## src/rtl/mc_controller.sv

```systemverilog
// Multi-cycle RISC-V main controller: Moore FSM plus ALU and immediate decode.
// Drives the shared-memory datapath for lw, sw, R, I-ALU, beq and jal.
module mc_controller (
    input  logic       clk,
    input  logic       reset_n,
    input  logic [6:0] op,
    input  logic [2:0] funct3,
    input  logic       funct7b5,
    input  logic       zero,
    input  logic       mem_ready,
    output logic       pc_write,
    output logic       adr_src,
    output logic       mem_write,
    output logic       ir_write,
    output logic       reg_write,
    output logic       illegal,
    output logic [1:0] result_src,
    output logic [1:0] alu_src_a,
    output logic [1:0] alu_src_b,
    output logic [1:0] imm_src,
    output logic [2:0] alu_control
);

    typedef enum logic [3:0] {
        S_FETCH,
        S_DECODE,
        S_MEMADR,
        S_MEMREAD,
        S_MEMWB,
        S_MEMWRITE,
        S_EXECR,
        S_EXECI,
        S_ALUWB,
        S_BEQ,
        S_JAL
    } state_t;

    localparam logic [6:0] OP_LW  = 7'b0000011;
    localparam logic [6:0] OP_SW  = 7'b0100011;
    localparam logic [6:0] OP_R   = 7'b0110011;
    localparam logic [6:0] OP_I   = 7'b0010011;
    localparam logic [6:0] OP_BEQ = 7'b1100011;
    localparam logic [6:0] OP_JAL = 7'b1101111;

    state_t     state;
    state_t     state_nx;
    logic       is_lw;
    logic       is_sw;
    logic       is_r;
    logic       is_i;
    logic       is_beq;
    logic       is_jal;
    logic       is_legal;
    logic       branch;
    logic       pc_update;
    logic [1:0] alu_op;

    assign is_lw    = (op == OP_LW);
    assign is_sw    = (op == OP_SW);
    assign is_r     = (op == OP_R);
    assign is_i     = (op == OP_I);
    assign is_beq   = (op == OP_BEQ);
    assign is_jal   = (op == OP_JAL);
    assign is_legal = is_lw | is_sw | is_r | is_i | is_beq | is_jal;

    always_ff @(posedge clk or negedge reset_n) begin
        if (!reset_n) state <= S_FETCH;
        else          state <= state_nx;
    end

    always_comb begin
        state_nx = state;
        unique case (state)
            S_FETCH:    if (mem_ready) state_nx = S_DECODE;
            S_DECODE: begin
                unique case (1'b1)
                    (is_lw | is_sw): state_nx = S_MEMADR;
                    is_r:            state_nx = S_EXECR;
                    is_i:            state_nx = S_EXECI;
                    is_beq:          state_nx = S_BEQ;
                    is_jal:          state_nx = S_JAL;
                    default:         state_nx = S_FETCH;
                endcase
            end
            S_MEMADR:   state_nx = is_lw ? S_MEMREAD : S_MEMWRITE;
            S_MEMREAD:  if (mem_ready) state_nx = S_MEMWB;
            S_MEMWRITE: if (mem_ready) state_nx = S_FETCH;
            S_EXECR,
            S_EXECI:    state_nx = S_ALUWB;
            default:    state_nx = S_FETCH;
        endcase
    end

    // Fetch strobes are masked by reset so a held-high mem_ready cannot load IR.
    always_comb begin
        adr_src    = 1'b0;
        mem_write  = 1'b0;
        ir_write   = 1'b0;
        reg_write  = 1'b0;
        illegal    = 1'b0;
        result_src = 2'b00;
        alu_src_a  = 2'b00;
        alu_src_b  = 2'b00;
        alu_op     = 2'b00;
        branch     = 1'b0;
        pc_update  = 1'b0;
        unique case (state)
            S_FETCH: begin
                alu_src_b  = 2'b10;
                result_src = 2'b10;
                ir_write   = mem_ready & reset_n;
                pc_update  = mem_ready & reset_n;
            end
            S_DECODE: begin
                alu_src_a = 2'b01;
                alu_src_b = 2'b01;
                illegal   = ~is_legal;
            end
            S_MEMADR: begin
                alu_src_a = 2'b10;
                alu_src_b = 2'b01;
            end
            S_MEMREAD:  adr_src = 1'b1;
            S_MEMWB: begin
                result_src = 2'b01;
                reg_write  = 1'b1;
            end
            S_MEMWRITE: begin
                adr_src   = 1'b1;
                mem_write = 1'b1;
            end
            S_EXECR: begin
                alu_src_a = 2'b10;
                alu_op    = 2'b10;
            end
            S_EXECI: begin
                alu_src_a = 2'b10;
                alu_src_b = 2'b01;
                alu_op    = 2'b10;
            end
            S_ALUWB:    reg_write = 1'b1;
            S_BEQ: begin
                alu_src_a = 2'b10;
                alu_op    = 2'b01;
                branch    = 1'b1;
            end
            S_JAL: begin
                alu_src_a = 2'b01;
                alu_src_b = 2'b10;
                pc_update = 1'b1;
            end
            default: ;
        endcase
    end

    assign pc_write = pc_update | (branch & zero);

    always_comb begin
        imm_src = 2'b00;
        unique case (1'b1)
            is_sw:   imm_src = 2'b01;
            is_beq:  imm_src = 2'b10;
            is_jal:  imm_src = 2'b11;
            default: imm_src = 2'b00;
        endcase
    end

    always_comb begin
        alu_control = 3'b000;
        unique case (alu_op)
            2'b01: alu_control = 3'b001;
            2'b10: begin
                unique case (funct3)
                    3'b000:  alu_control = (is_r & funct7b5) ? 3'b001 : 3'b000;
                    3'b010:  alu_control = 3'b101;
                    3'b110:  alu_control = 3'b011;
                    3'b111:  alu_control = 3'b010;
                    default: alu_control = 3'b000;
                endcase
            end
            default: alu_control = 3'b000;
        endcase
    end

endmodule

```

## config.mk

```make
export PLATFORM = sky130hd
export DESIGN_NAME = mc_controller
export DESIGN_NICKNAME = d
export VERILOG_FILES = /design/src/rtl/mc_controller.sv
export SDC_FILE = /design/constraint.sdc
export NUM_CORES = 1
export LEC_CHECK = 0
export BUFFER_PORTS_ARGS = -buffer_cell sky130_fd_sc_hd__buf_4
export CAP_MARGIN = 20
export CORE_MARGIN = 2
export CORE_UTILIZATION = 47
export DETAILED_ROUTE_END_ITERATION = 7
export GPL_TIMING_DRIVEN = 0
export MAX_ROUTING_LAYER = met4
export PLACE_DENSITY = 0.83
export SLEW_MARGIN = 0
export SYNTH_ARGS = -nofsm -noshare
export SYNTH_HDL_FRONTEND = slang
export SYNTH_SLANG_ARGS = --single-unit
```

## constraint.sdc

```tcl
create_clock -name clk -period 3 [get_ports clk]
set_input_delay 0.6 -clock clk [delete_from_list [all_inputs] [get_ports clk]]
set_output_delay 0.6 -clock clk [all_outputs]
set_load 0.005 [all_outputs]
```

== After elaboration in Yosys (flattened, before gate mapping) ==
Cells that the tools add are included.

* Add/subtract/negate cells: 0
* Shift operators: 0
* Bitwise gates (word level): 10
* $lt $le $gt $ge: 0
* Multiply operators: 0
* Eq/ne operators: 24
* Reductions and logical operators: 10
* Divide/modulo/power cells: 0
* Multiplexer cells: 21

{| class="wikitable"
|+ Operator list
! cell !! number
|-
| 4-bit one-hot mux with 6 select lines || 1
|-
| 4-bit one-hot mux with 5 select lines || 1
|-
| 4-bit by 3-bit == test with 1-bit output (second input constant) || 4
|-
| 2-bit one-hot mux with 2 select lines || 4
|-
| 7-bit by 6-bit == test with 1-bit output (second input constant) || 2
|-
| 7-bit == test (second input constant) || 2
|-
| 4-bit == test (second input constant) || 3
|-
| 4-bit two-way mux || 3
|-
| 3-bit one-hot mux with 4 select lines || 1
|-
| 2-bit OR reduction || 5
|-
| 4-bit by 2-bit == test with 1-bit output (second input constant) || 2
|-
| 7-bit by 2-bit == test with 1-bit output (second input constant) || 1
|-
| 7-bit by 5-bit == test with 1-bit output (second input constant) || 1
|-
| 1-bit two-way mux || 7
|-
| 3-bit == test (second input constant) || 2
|-
| 2-bit inequality test (second input constant) || 3
|-
| 1-bit OR || 6
|-
| 2-bit one-hot mux with 3 select lines || 1
|-
| 3-bit one-hot mux with 2 select lines || 1
|-
| 4-bit by 1-bit == test with 1-bit output (second input constant) || 1
|-
| 4-bit logical NOT || 1
|-
| 4-bit OR reduction || 1
|-
| 1-bit AND || 3
|-
| 3-bit by 2-bit == test with 1-bit output (second input constant) || 1
|-
| other kinds (8) || 8
|}

* Latch bits: 0
* Memory bits (read-only): 0
* Input port bits: 15
* Output and inout port bits: 17
* Bits in writable memories: 0
* Flip-flop bits (word level): 4
* Memories: 0

== Longest topological paths before layout ==
* Depth after elaboration: 8
* Gate-level depth with buffers: 7
* Gate-level depth less buffers: 6

== Worst setup path after synthesis ==
No wires, ideal clock.

* Kind: register -> output
* Start: register state[1]
* End: output alu_control[1]
* Path slack: 1.071 ns
* Arrival time: 1.329 ns
* Buffers on the path: 1
* Stages on the path, launching flop included: 6
* Cells stage by stage: dfrtp_1 -> buf_2 -> nand2b_4 -> nor2_1 -> ha_1 -> nor3b_1

* Cells in the longest elaborated chain, start to end: 5
* Elaborated cells on any way between the ends: 8
* Those cells by class: eq/ne (5); mux (2); reduce/logical (1)

{| class="wikitable"
|+ RTL lines
! element !! line !! text
|-
| from (decl) || 45 || <nowiki>state_t state;</nowiki>
|-
| from (signal assigned) || 68 || <nowiki>else state <= state_nx;</nowiki>
|-
| 4-bit by 3-bit == test with 1-bit output || 107 || <nowiki>unique case (state)</nowiki>
|-
| 2-bit OR reduction (no source line) || - ||
|-
| 2-bit one-hot mux with 2 select lines (*) || 107 ||
|-
| 2-bit == test / 2-bit by 1-bit == test with 1-bit output (equally long branches) || 170 || <nowiki>unique case (alu_op)</nowiki>
|-
| 3-bit one-hot mux with 2 select lines (*) || 170 ||
|-
| to (decl) || 21 || <nowiki>output logic [2:0] alu_control</nowiki>
|}

Mark *: on every way between the ends. The rest lies on a longest branch, timed or not.

== Final worst setup path ==
* Start: register state[1]
* End: output alu_control[0]

Same word-level chain as after synthesis.

==> results.cfg <==
[clock_network]
post_cts_buffers = 0
post_cts_resized = 0
cts_hold_buf = 0
clk_pin_slew_worst_paths_ps = 40
cts_root_buffer = clkbuf_4
cts_max_level = 1
cts_tree = built
numCtsBuffers = 3
cts_sinks = 4
worstSkewPairLatency_ps = 240
clockBufferDepth = 2

[layout]
syn2layout_area_growth_pct = 43.8
diodes = 0
drive_gt1_share_pct = 42.6
largest_register_ffs = 4
largest-register = state
top_regs = state x4
num-nets-final = 141

[synthesis]
synth_edf_count = 0
synth-seq-cells = 4
yosys_most_used_dff = dfrtp_1
postSynthCellCount = 88
synth_async_sr_flop_share_pct = 100
syn_area_um2 = 626
yosys-top-cells-count = nor2_1 (12), a21oi_1 (8), nand2_1 (7)
netlist.area_leader.share_pct = 16.0
synth.avg_cell_area_um2 = 7.11
ys_types = 36
synth.area.top_cells = dfrtp_1 (16%), nor2_1 (7.2%), a21oi_1 (6.4%), nor3_1 (4.8%), nand2_1 (4.2%)
yosysMostFrequentCell = nor2_1
synth-seq-area-share_pct = 16.0
synth_area_leader_cell = dfrtp_1
yosysWarnings = 0
syn_nets = 105

[route]
drc = 0
num_vias = 712
drt_iter0_markers = 6
dr.pass1.iters = 3
post_drt_via_cell_ratio = 5.20
ant_nets = 0
wl_mm = 1.53
wl_per_cell_um = 11.2

[place]
io_buffers = 31
dpl.hpwl_mm = 1.26
gp_congestion = 0.731

[timing]
final.setup.tns_ps = 0
tightest_slew_ps = 276
min_period_ps = 2400
finalHoldViolCount = 0
finalClockSkew_ps = 9.95
rsz0062_at_grt = false
period_share_pct = 80.0
finalMaxSlewViolations = 0
hold_ws_ps = 147
max_slew_margin_pct = 81.5
fmax_mhz = 417
setup_viol = 0

[floorplanning]
num_rows = 13
dieHeight_um = 40.5
initial_core_util_pct = 49.3
fp.dieW_um = 40.5
pin_count = 32
dieArea_mm2 = 0.00164
core-area_mm2 = 0.00127

[global_routing]
track_usage_pct = 22.9
grt_max_degree = 11
grt_pass1_wl_mm = 2.48
grt_pass1_vias = 604
grt_overflow = 0
antenna_found_initial = 0

[critical_path]
start_kind = register
path_buf_inv = 3
slowest_delay_ps = 340
r2r_cells = 5
rr_startpoint = state[1]
rr_endpoint = state[1]
worstPathCellList = buf_2 -> nand2b_4 -> nor2_1 -> inv_2 -> ha_1 -> a21oi_1 -> nor3_2 -> buf_4
arrival_ps = 1800
required_ps = 2400
critPathCaptureType = output pin
crit_type = reg2out
path_max_fanout = 8
regToRegSetupSlack_ps = 1690
path_delay_family = simple AND/OR/NAND/NOR gates
critical_path_depth = 8
cp_slowest_cell = dfrtp_1

[power]
power.leakage_nw = 0.427
power_density_mw_per_mm2 = 256
ir_worst_vdd_mv = 0.164

[worst_hold_path]
hold_class = in2async

[flow_run]
max_cap_violations = 0

[status]
status = complete, no violations
[per-layer routing]
layer  routed length [µm]  vias to the layer above  GRT usage, %
met5                    0                        -             -
met4                   20                        0          5.00
li1                     -                      385             -
met1                  686                      304          28.1
met3                   79                        3          5.00
met2                  744                       20          38.1
[stage by stage]
| step | instance area [µm²] | std cells | total power, mW | setup slack (ps) | utilization, % |
|---|---|---|---|---|---|
| floorplan | 626 | 88 | 0.112 | 1070 | - |
| global placement | 877 | 134 | 0.161 | 763 | 69.1 |
| detailed placement | 877 | 134 | 0.162 | 761 | 69.1 |
| CTS | 900 | 137 | 0.233 | 594 | 70.9 |
| global route | 900 | 137 | 0.249 | 508 | 70.9 |
| finish | 900 | 137 | 0.230 | 601 | 70.9 |
[cell usage in the layout (no fill, tap or decap), types with 2 or more instances in the layout]
cell type	count
a21oi_1	8
nor4_2	2
o21ai_1	2
inv_2	5
nor2_1	12
clkbuf_4	3
nand2_1	7
ha_1	2
buf_2	4
dfrtp_1	4
nand2b_1	4
nor3_1	6
o21ai_0	2
nor3b_1	2
nor4_1	2
buf_4	31
nand3_1	2
nor3_2	2
inv_1	3
[kinds of logic (layout without fill, tap and decap cells)]
kind of cell / count (synthesis) / count (layout) / synth area share (%)
and+or+nand+nor: 46 / 46 / 45.0
xor gates and xnor gates: 2 / 2 / 2.80
muxes: 1 / 1 / 1.60
DFF: 4 / 4 / 16.0
AOI/OAI and AO/OA: 21 / 21 / 22.6
adders and majority gates: 2 / 2 / 4.00
buffers and inverters: 12 / 46 / 8.00
[power by group]
part	total, mW	internal (mW)	switching [mW]
combinational	0.104	0.0509	0.0532
clock	0.0686	0.0448	0.0237
sequential	0.0576	0.0567	0.000882
[worst max path at each step]
| stage | start | endpoint |
|---|---|---|
| 2_1_floorplan | state[1] | alu_control[1] |
| 3_3_place_gp | op[2] | alu_control[0] |
| 3_5_place_dp | op[2] | alu_control[0] |
| 4_1_cts | state[1] | alu_control[0] |
| 5_1_grt | state[1] | alu_control[0] |
| 6_report | state[1] | alu_control[0] |
[area by class of cell]
class | count | area, µm²
multi-input combinational | 72 | 475
fill | 113 | 369
timing repair buffer | 31 | 233
sequential | 4 | 100
inverter | 8 | 30.0
clock buffer | 3 | 22.5
buffer | 4 | 20.0
tap | 15 | 18.8
Note: power is estimated with default switching activity, not from simulation.
